File: src/rtl/adder_ctrl_pkg.sv
// Shared definitions for the adding-machine control unit: state encoding,
// opcode values and a small state-classification helper.
package adder_ctrl_pkg;

    typedef logic [3:0] state_t;

    localparam state_t ST_IDLE  = 4'd0;
    localparam state_t ST_INIT  = 4'd1;
    localparam state_t ST_F1    = 4'd2;
    localparam state_t ST_F2    = 4'd3;
    localparam state_t ST_DEC   = 4'd4;
    localparam state_t ST_A1    = 4'd5;
    localparam state_t ST_A2    = 4'd6;
    localparam state_t ST_S1    = 4'd7;
    localparam state_t ST_S2    = 4'd8;
    localparam state_t ST_J1    = 4'd9;
    localparam state_t ST_HALT  = 4'd10;
    localparam state_t ST_ERROR = 4'd11;

    localparam logic [1:0] OP_ADD = 2'b00;
    localparam logic [1:0] OP_STO = 2'b01;
    localparam logic [1:0] OP_JMP = 2'b10;
    localparam logic [1:0] OP_HLT = 2'b11;

    // States in which a memory request is outstanding and the wait timer runs.
    function automatic logic is_wait_state(input state_t s);
        return (s == ST_F2) || (s == ST_A2) || (s == ST_S2);
    endfunction

endpackage

File: src/rtl/adder_ctrl_mem_wait_timer.sv
// Wait-cycle counter for memory handshakes. Cleared while no request is
// pending, counts cycles spent waiting for mem_ack.
module mem_wait_timer #(
    parameter int unsigned WAIT_MAX = 15,
    parameter int unsigned TMR_W    = 8
) (
    input  logic             clk,
    input  logic             rst_n,
    input  logic             clr,
    input  logic             en,
    output logic [TMR_W-1:0] count,
    output logic             expired
);

    logic [TMR_W-1:0] count_d;
    logic [TMR_W-1:0] count_q;

    // Next count: clear has priority over increment.
    always_comb begin
        // NOTE: assign a default first so every path drives count_d and no latch is inferred.
        count_d = count_q;
        if (clr) begin
            count_d = '0;
        end else if (en) begin
            count_d = count_q + 1'b1;
        end
    end

    // Count register.
    always_ff @(posedge clk or negedge rst_n) begin
        // NOTE: non-blocking assignments keep all flops updating from pre-edge values.
        if (!rst_n) begin
            count_q <= '0;
        end else begin
            count_q <= count_d;
        end
    end

    assign count   = count_q;
    assign expired = (count_q == TMR_W'(WAIT_MAX));

endmodule

File: src/rtl/adder_ctrl_fsm.sv
// Control unit for the adding machine: sequences fetch/decode/execute and
// drives all datapath strobes. Moore outputs, except ld_ir, inc_pc and ld_acc
// which fire only on the cycle memory acknowledges.
module adder_ctrl_fsm
    import adder_ctrl_pkg::*;
#(
    parameter int unsigned WAIT_MAX = 15,
    parameter int unsigned TMR_W    = 8
) (
    input  logic       clk,
    input  logic       rst_n,
    input  logic       start,
    input  logic [1:0] opcode,
    input  logic       mem_ack,
    output logic       clr_pc,
    output logic       ld_pc,
    output logic       inc_pc,
    output logic       sel_mar,
    output logic       ld_mar,
    output logic       mem_rd,
    output logic       mem_wr,
    output logic       ld_ir,
    output logic       ld_acc,
    output logic       clr_acc,
    output logic       busy,
    output logic       halted,
    output logic       err
);

    localparam logic [TMR_W-1:0] WAIT_LAST = TMR_W'(WAIT_MAX - 1);

    state_t           state_d;
    state_t           state_q;
    logic [TMR_W-1:0] wait_cnt;
    logic             wait_expired;
    logic             in_wait;
    logic             ack_ok;
    logic             wait_last;

    // Timer is held at zero outside wait states, so it is always zero on entry.
    mem_wait_timer #(
        .WAIT_MAX (WAIT_MAX),
        .TMR_W    (TMR_W)
    ) u_wait_timer (
        .clk     (clk),
        .rst_n   (rst_n),
        .clr     (!in_wait),
        .en      (in_wait && !mem_ack),
        .count   (wait_cnt),
        .expired (wait_expired)
    );

    assign in_wait   = is_wait_state(state_q);
    assign ack_ok    = in_wait && mem_ack && !wait_expired;
    // Last cycle on which an ack is still accepted; no ack here means timeout.
    assign wait_last = (wait_cnt == WAIT_LAST);

    // Next-state logic.
    always_comb begin
        state_d = state_q;
        case (state_q)
            ST_IDLE, ST_HALT, ST_ERROR: if (start) state_d = ST_INIT;
            ST_INIT: state_d = ST_F1;
            ST_F1:   state_d = ST_F2;
            ST_F2: begin
                if (ack_ok)         state_d = ST_DEC;
                else if (wait_last) state_d = ST_ERROR;
            end
            ST_DEC: begin
                case (opcode)
                    OP_ADD:  state_d = ST_A1;
                    OP_STO:  state_d = ST_S1;
                    OP_JMP:  state_d = ST_J1;
                    default: state_d = ST_HALT;
                endcase
            end
            ST_A1: state_d = ST_A2;
            ST_A2: begin
                if (ack_ok)         state_d = ST_F1;
                else if (wait_last) state_d = ST_ERROR;
            end
            ST_S1: state_d = ST_S2;
            ST_S2: begin
                if (ack_ok)         state_d = ST_F1;
                else if (wait_last) state_d = ST_ERROR;
            end
            ST_J1:   state_d = ST_F1;
            default: state_d = ST_IDLE;
        endcase
    end

    // State register.
    always_ff @(posedge clk or negedge rst_n) begin
        if (!rst_n) begin
            state_q <= ST_IDLE;
        end else begin
            state_q <= state_d;
        end
    end

    // Output decode from the current state; ack-qualified strobes use ack_ok.
    always_comb begin
        clr_pc  = 1'b0;
        ld_pc   = 1'b0;
        inc_pc  = 1'b0;
        sel_mar = 1'b0;
        ld_mar  = 1'b0;
        mem_rd  = 1'b0;
        mem_wr  = 1'b0;
        ld_ir   = 1'b0;
        ld_acc  = 1'b0;
        clr_acc = 1'b0;
        case (state_q)
            ST_INIT: begin
                clr_pc  = 1'b1;
                clr_acc = 1'b1;
            end
            ST_F1: ld_mar = 1'b1;
            ST_F2: begin
                mem_rd = 1'b1;
                ld_ir  = ack_ok;
                inc_pc = ack_ok;
            end
            ST_A1, ST_S1: begin
                ld_mar  = 1'b1;
                sel_mar = 1'b1;
            end
            ST_A2: begin
                mem_rd = 1'b1;
                ld_acc = ack_ok;
            end
            ST_S2:   mem_wr = 1'b1;
            ST_J1:   ld_pc  = 1'b1;
            default: ;
        endcase
    end

    assign busy   = (state_q != ST_IDLE) && (state_q != ST_HALT) && (state_q != ST_ERROR);
    assign halted = (state_q == ST_HALT);
    assign err    = (state_q == ST_ERROR);

endmodule

File: config.mk
export PLATFORM = sky130hd
export DESIGN_NAME = adder_ctrl_fsm
export DESIGN_NICKNAME = d
export VERILOG_FILES = /design/src/rtl/adder_ctrl_pkg.sv /design/src/rtl/adder_ctrl_mem_wait_timer.sv /design/src/rtl/adder_ctrl_fsm.sv
export SDC_FILE = /design/constraint.sdc
export NUM_CORES = 1
export LEC_CHECK = 0
export CORE_UTILIZATION = 45
export CTS_BUF_LIST = sky130_fd_sc_hd__clkbuf_16
export CTS_CLUSTER_DIAMETER = 60
export DETAILED_ROUTE_END_ITERATION = 8
export PLACE_DENSITY = 0.72
export SLEW_MARGIN = 20
export SYNTH_ARGS = -nofsm -noshare
export SYNTH_HDL_FRONTEND = slang
export SYNTH_SLANG_ARGS = --single-unit
File: constraint.sdc
create_clock -name clk -period 2.8 [get_ports clk]
set_clock_uncertainty 0.2 [all_clocks]
set_input_delay 0.56 -clock clk [delete_from_list [all_inputs] [get_ports clk]]
set_output_delay 0.56 -clock clk [all_outputs]
set_load 0.01 [all_outputs]
==> qor.yml <==
status: "completed"
die_area_um2: 2150
post-synth-top-count-cell: "nor2_1"
firstDrtPassIters: 4
synth_ff_type: "dfrtp_1"
overflow: 0
antenna_found_initial: 0
crit_fanout: 4
synthCells: 108
synth_seq_area_share: 0.339
hp-class: "flop to flop"
crit_required_ns: 2.04
drcViolationCount: 0
switching_power_mw: 0.351
fmax_ghz: 0.363
synthArstFlopShare: 1.00
cts_tree: "yes"
hold_violations: 0
fillers: 147
pwr-share-clk: 0.270
combPwrFrac: 0.441
fin_nets: 133
seqCellArea_um2: 300
internal_power_mw: 0.599
synth_commonest_cells: "nor2_1 (18), dfrtp_1 (12), a21oi_1 (8)"
syn_nets: 116
critPathMaxStageDelay_ns: 0.56
first_iter_violations: 19
ir_drop_v: 0.000564
vias: 831
grtUsageTotal: 0.225
synth_edf_count: 0
synthTopCellsByArea: "dfrtp_1 (34%), nor2_1 (7.6%), a21oi_1 (4.5%)"
cts_hold_buf: 0
syn_to_final_growth_pct: 30.6
finalMaxSlewViolations: 0
slowest_stage: "or4_4"
dp_hpwl_um: 1420
multi_input_area_um2: 532
io_pins: 19
post-cts-setup-buffer-count: 0
coreArea_um2: 1780
ys_types: 40
initial_core_util: 0.496
synth_top_area_frac: 0.339
p_leak_nw: 0.464
cp-end-kind: "output port"
utilization: 0.648
path_delay_family: "simple AND/OR/NAND/NOR gates"
dp_cells: 145
p_sw_frac: 0.370
setup_viol: 0
worstSkewPairLatency_ns: 0.24
grt_start_max_net_pins: 16
cp.arrival_ns: 1.99
ys_ff_latch: 12
crit_chain: "or4_4, o21ai_2, nor4_2, clkdlybuf4s50_1"
crit_path_start_kind: "flop"
routed_wl_um: 1990
seqPwrFrac: 0.289
antennaDiodeCount: 0
ys_warn_count: 0
clk_path_buf_depth: 2
antenna_left: 0
clkSinkCount: 12
htreeDepth: 1
syn_area_um2: 885
fin_cells: 149
timing.final.ws_setup_ns: 0.0461
timing.final.crit_share: 0.984
grt_first_pass_wirelength_um: 3310
synth.avg_cell_area_um2: 8.19
pre_cts_ws_ns: -0.00726
hold_slack_ns: 0.365
cts-root-buf: "clkbuf_16"
powerDensity_nw_per_um2: 823
path_class: "flop to output port"
viasPerCell: 5.58
die_h_um: 46.3
cts_inserted_buffers: 3
cts.clk_slew.worst_paths_ns: 0.04
period_needed_ns: 2.75
yosysTopAreaCell: "dfrtp_1"
port_buffers: 18
row_count: 15
cts_resized: 0
wl_per_cell_um: 13.3
finalWeightedCongestion: 0.876
die_w_um: 46.3
drive_gt1_frac: 0.0806
drv_cap: 0
grt_pass1_vias: 723
tightest_slew_ns: 0.528
slew_headroom: 0.647
path_buf_inv: 1
path summary, 6_finish.rpt:
check / startpoint / to / slack, ns / depth (start not counted)
worst max-delay path: u_wait_timer.count[4] / ld_ir / 0.05 / 4
worst min-delay path: u_wait_timer.count[7] / u_wait_timer.count[7] / 0.37 / 2
worst max register to register: state_q[3] / state_q[1] / 0.66 / 4
worst min register to register: u_wait_timer.count[7] / u_wait_timer.count[7] / 0.37 / 2
max in group asynchronous: rst_n / state_q[1] / 1.58 / 1
min in group asynchronous: rst_n / u_wait_timer.count[5] / 0.47 / 1
per-stage QoR:
step / total power [mW] / TNS [ns] / instance area (um^2)
2_1_floorplan: 0.557 / 0 / 885
3_3_place_gp: 0.680 / -0.0339 / 1070
3_5_place_dp: 0.694 / -0.0126 / 1070
4_1_cts: 0.958 / -0.105 / 1150
5_1_grt: 1.03 / -0.0252 / 1150
6_report: 0.951 / 0 / 1150
sequential cells by signal, summed over array words and instances, names as in the netlist:
signal,cells
u_wait_timer.count,8
state_q,4
power by group through the flow:
stage	sequential, mW	clock (mW)	combinational (mW)
after floorplan	0.220	0	0.336
after global placement	0.269	0	0.411
after detailed placement	0.274	0	0.419
after CTS	0.273	0.264	0.421
after global routing	0.280	0.275	0.471
final	0.275	0.257	0.419
routing by layer:
| metal | wire length (um) | global-route usage |
|---|---|---|
| met3 | 94 | 0.0824 |
| met4 | 19 | 0.106 |
| met1 | 938 | 0.320 |
| met5 | 0 | 0 |
| met2 | 934 | 0.297 |
cells in the final DEF (no fill, tap or decap), types with 3 or more instances in the layout:
cell,n
a21oi_1,8
buf_4,3
clkbuf_16,3
clkdlybuf4s50_1,17
dfrtp_1,12
nand2_1,5
nand2b_1,6
nand3_1,5
nor2_1,18
nor3_1,5
o21ai_0,3
xnor2_1,4
xor2_1,3
logic make-up after synthesis:
logic type / share of synthesized area
and+or+nand+nor: 0.310
AOI/OAI and AO/OA: 0.175
DFF: 0.339
buffers and inverters: 0.0665
xor gates and xnor gates: 0.0693
adders and majority gates: 0.0283
muxes: 0.0113
final cells by class:
| class | count | share of cell area |
|---|---|---|
| clock buffer | 3 | 0.0650 |
| clock inverter | 1 | 0.00325 |
| inverter | 2 | 0.00650 |
| multi-input combinational | 85 | 0.460 |
| sequential | 12 | 0.260 |
| tap | 25 | 0.0271 |
| timing repair buffer | 21 | 0.178 |
worst min-delay path, cell delays in order (launching register included):
cell and delay (ns):
dfrtp_1 0.36, xnor2_1 0.12, nor2_1 0.04
Note: power is estimated with default switching activity, not from simulation.
==> variant (config.mk and constraints unchanged) <==
Put a register stage on the output `err`, without a reset. The value now appears one clock later. The other outputs are not delayed to match.
--- a/src/rtl/adder_ctrl_fsm.sv
+++ b/src/rtl/adder_ctrl_fsm.sv
@@ -137,7 +137,9 @@
 
     assign busy   = (state_q != ST_IDLE) && (state_q != ST_HALT) && (state_q != ST_ERROR);
     assign halted = (state_q == ST_HALT);
-    assign err    = (state_q == ST_ERROR);
+    always_ff @(posedge clk) begin
+        err <= (state_q == ST_ERROR);
+    end
 
 endmodule
 
Behaviour: no difference found for any inputs over 10 cycles, from zero or initial values and one cycle with rst_n low; that may be too few to reach the edited logic, so the function may still have changed.
==> variant against the unedited design <==
  * Synthesized cell count did not move
  * Hold slack gained 0.0034 ns
  * Critical path depth unchanged
  * Sequential share of layout area increased by 0.97 points
  * Synthesized area grew 4.1%
  * Design area increased by 2.8%
  * Worst setup slack better by 0.086 ns
  * Routed wire length shrank 1.5%
  * Via count is 1.2% lower
  * Sequential cell count rose by 1
  * Count of clock-buffer cells in the layout did not move
  * Power grew 24%
  * Clock power rose by 2%
  * Critical path type is now input port to output port
  * Largest cell class unchanged
  * Highest routed layer is now met3
==> variant: results (changes against the unedited design) <==
Setup path:
- The critical path ends at inc_pc.
- Tracing the worst setup path back leads to its startpoint at mem_ack.
- The worst flop-to-flop path endpoint is state_q[2].
- The arrival time reported for the critical path endpoint is 1.91 ns (-0.08 ns).
- The biggest cell delay along the critical path was 0.59 ns (+0.03 ns).
- The source of the worst register-to-register timing path is state_q[2].
- The cell type of the slowest stage on the worst timing path is sky130_fd_sc_hd__clkdlybuf4s50_1.
- The depth of the worst register-to-register path is 4 (unchanged).
- The setup slack of the most critical reg-to-reg path is 0.64 ns (-0.02 ns).
- The biggest fanout along the worst timing path is 2 (-2).

Route:
- The number of remaining DRC errors is 0 (unchanged).
- The initial DRC count is 26 (+7).
- The routed wire length is 1959 um (-1.5%).
- The via density per instance is 5.510 (-1.2%).

Synth:
- The most frequently used flop master after synthesis is sky130_fd_sc_hd__dfrtp_1.
- Ranked by total cell area, the synthesized netlist is headed by sky130_fd_sc_hd__dfrtp_1, sky130_fd_sc_hd__nor2_1, sky130_fd_sc_hd__a21oi_1.
- The total nets after synthesis came to 116 (unchanged).
- The sequential area share after synthesis is 34.78% (+0.84 points).
- The fraction of registers with async set or reset after synthesis is 92.31% (-7.7 points).
- Ranked by instance count, the synthesized netlist is headed by sky130_fd_sc_hd__nor2_1, sky130_fd_sc_hd__dfrtp_1, sky130_fd_sc_hd__a21oi_1.
- The number of distinct library cells after synthesis is 37 (-7.5%).
- The count of yosys warnings during synthesis is 0 (unchanged).
- The average footprint of a synthesized cell is 8.527 sq um (+4.1%).

Layout:
- The share of layout cells above drive strength 1 is 8.871% (+0.81 points).
- The diode insertion count for antenna repair was 0 (unchanged).
- The filler cell count is 155 (+5.4%).
- The final net count is 133 (unchanged).

Power:
- The switching share of power is 38.60% (+1.6 points).
- The worst vdd rail ir drop is 0.6025 mV (+6.8%).
- The cell leakage power was 0.4779 nW (+3.1%).

Placed design:
- The detailed-placement wirelength estimate is 1385 um (-2.4%).
- The worst slack at placement is 0.05178 ns (+0.05904 ns).
- The final RePlAce weighted congestion was 0.8039 (-8.2%).
- The cell area after placement is 0.001102 sq mm (+3.3%).

Global routing:
- The number of antenna violations at the first check in global routing was 0 (unchanged).
- The overall fraction of global-route tracks in use is 19.62% (-2.9 points).
- The via count of the first global-routing pass is 705 (-2.5%).
- The wire length of the first global-routing pass came to 3091 um (-6.5%).
- The pin count of the biggest net entering global routing was 17 (+1).

Clock network:
- The clock transition time at the flip-flop clock pins of the worst setup and hold paths was 0.04 ns (about the same).
- The root cell of the clock tree is sky130_fd_sc_hd__clkbuf_16.
- The total clock buffers created by CTS is 3 (unchanged).

Run status:
- The run finished with clean final reports.

Min path:
- The number of stages on the worst hold path is 2 (unchanged).
- The worst hold path belongs to the class flop to flop.

STA:
- The post-layout minimum cycle time was 2.668 ns (-0.08620 ns).
- The remaining max-slew budget at the tightest pin is 63.75% (-0.95 points).
-- variant: how the worst min path moves through the flow --
stage | slack, ns | endpoint
3_5_place_dp | 0.36 | u_wait_timer.count[7]
4_1_cts | 0.37 | u_wait_timer.count[7]
2_1_floorplan | 0.06 | state_q[0]
3_3_place_gp | 0.35 | u_wait_timer.count[1]
6_report | 0.37 | u_wait_timer.count[7]
5_1_grt | 0.40 | u_wait_timer.count[7]
-- variant: through the flow --
stage	hold slack, ns	power, mW	util (%)
5_1_grt	0.4020	1.259	65.22
3_3_place_gp	0.3482	0.9073	60.55
2_1_floorplan	0.06441	0.7431	-
6_report	0.3687	1.178	65.22
4_1_cts	0.3681	1.180	64.88
3_5_place_dp	0.3587	0.9116	60.55
-- variant: power groups by stage --
stage	clock network (mW)	registers, mW	logic, mW
CTS	0.266	0.333	0.581
detailed placement	0	0.335	0.577
finish	0.261	0.335	0.582
floorplan	0	0.259	0.484
global route	0.277	0.346	0.636
global placement	0	0.332	0.575
-- variant: kinds of logic (layout without fill, tap and decap cells) --
family / count (synthesis) / count (layout) / synth area share [%]
AO/OA/AOI/OAI: 24 / 24 / 18.61
multiplexers: 2 / 2 / 2.174
AND/OR/NAND/NOR: 48 / 48 / 27.72
adder cells (fa/ha/maj): 2 / 2 / 2.717
buffers and inverters: 12 / 28 / 7.336
XOR/XNOR: 7 / 7 / 6.658
flip-flops: 13 / 13 / 34.78
-- variant: layout make-up --
cell class              instances  area [sq um]  area share (%)
well taps                      25         31.28           2.634
inverters                       2         7.507          0.6322
multi-input cells              83         539.3           45.42
clock inverters                 1         3.754          0.3161
flip-flops and latches         13         320.3           26.98
repair buffers                 22         210.2           17.70
clock buffers                   3         75.07           6.322
-- variant: routing by layer --
metal  global-route usage [%]  part of all wire, %
met2                    31.23                   45
met3                    5.769                  4.0
met4                    3.429                    0
met5                        0                    0
met1                    26.57                   51
-- variant: critical path, delay by kind of cell --
| family | cells | cell delay, ns |
|---|---|---|
| buffers and inverters | 2 | 1.08 |
| and+or+nand+nor | 2 | 0.26 |
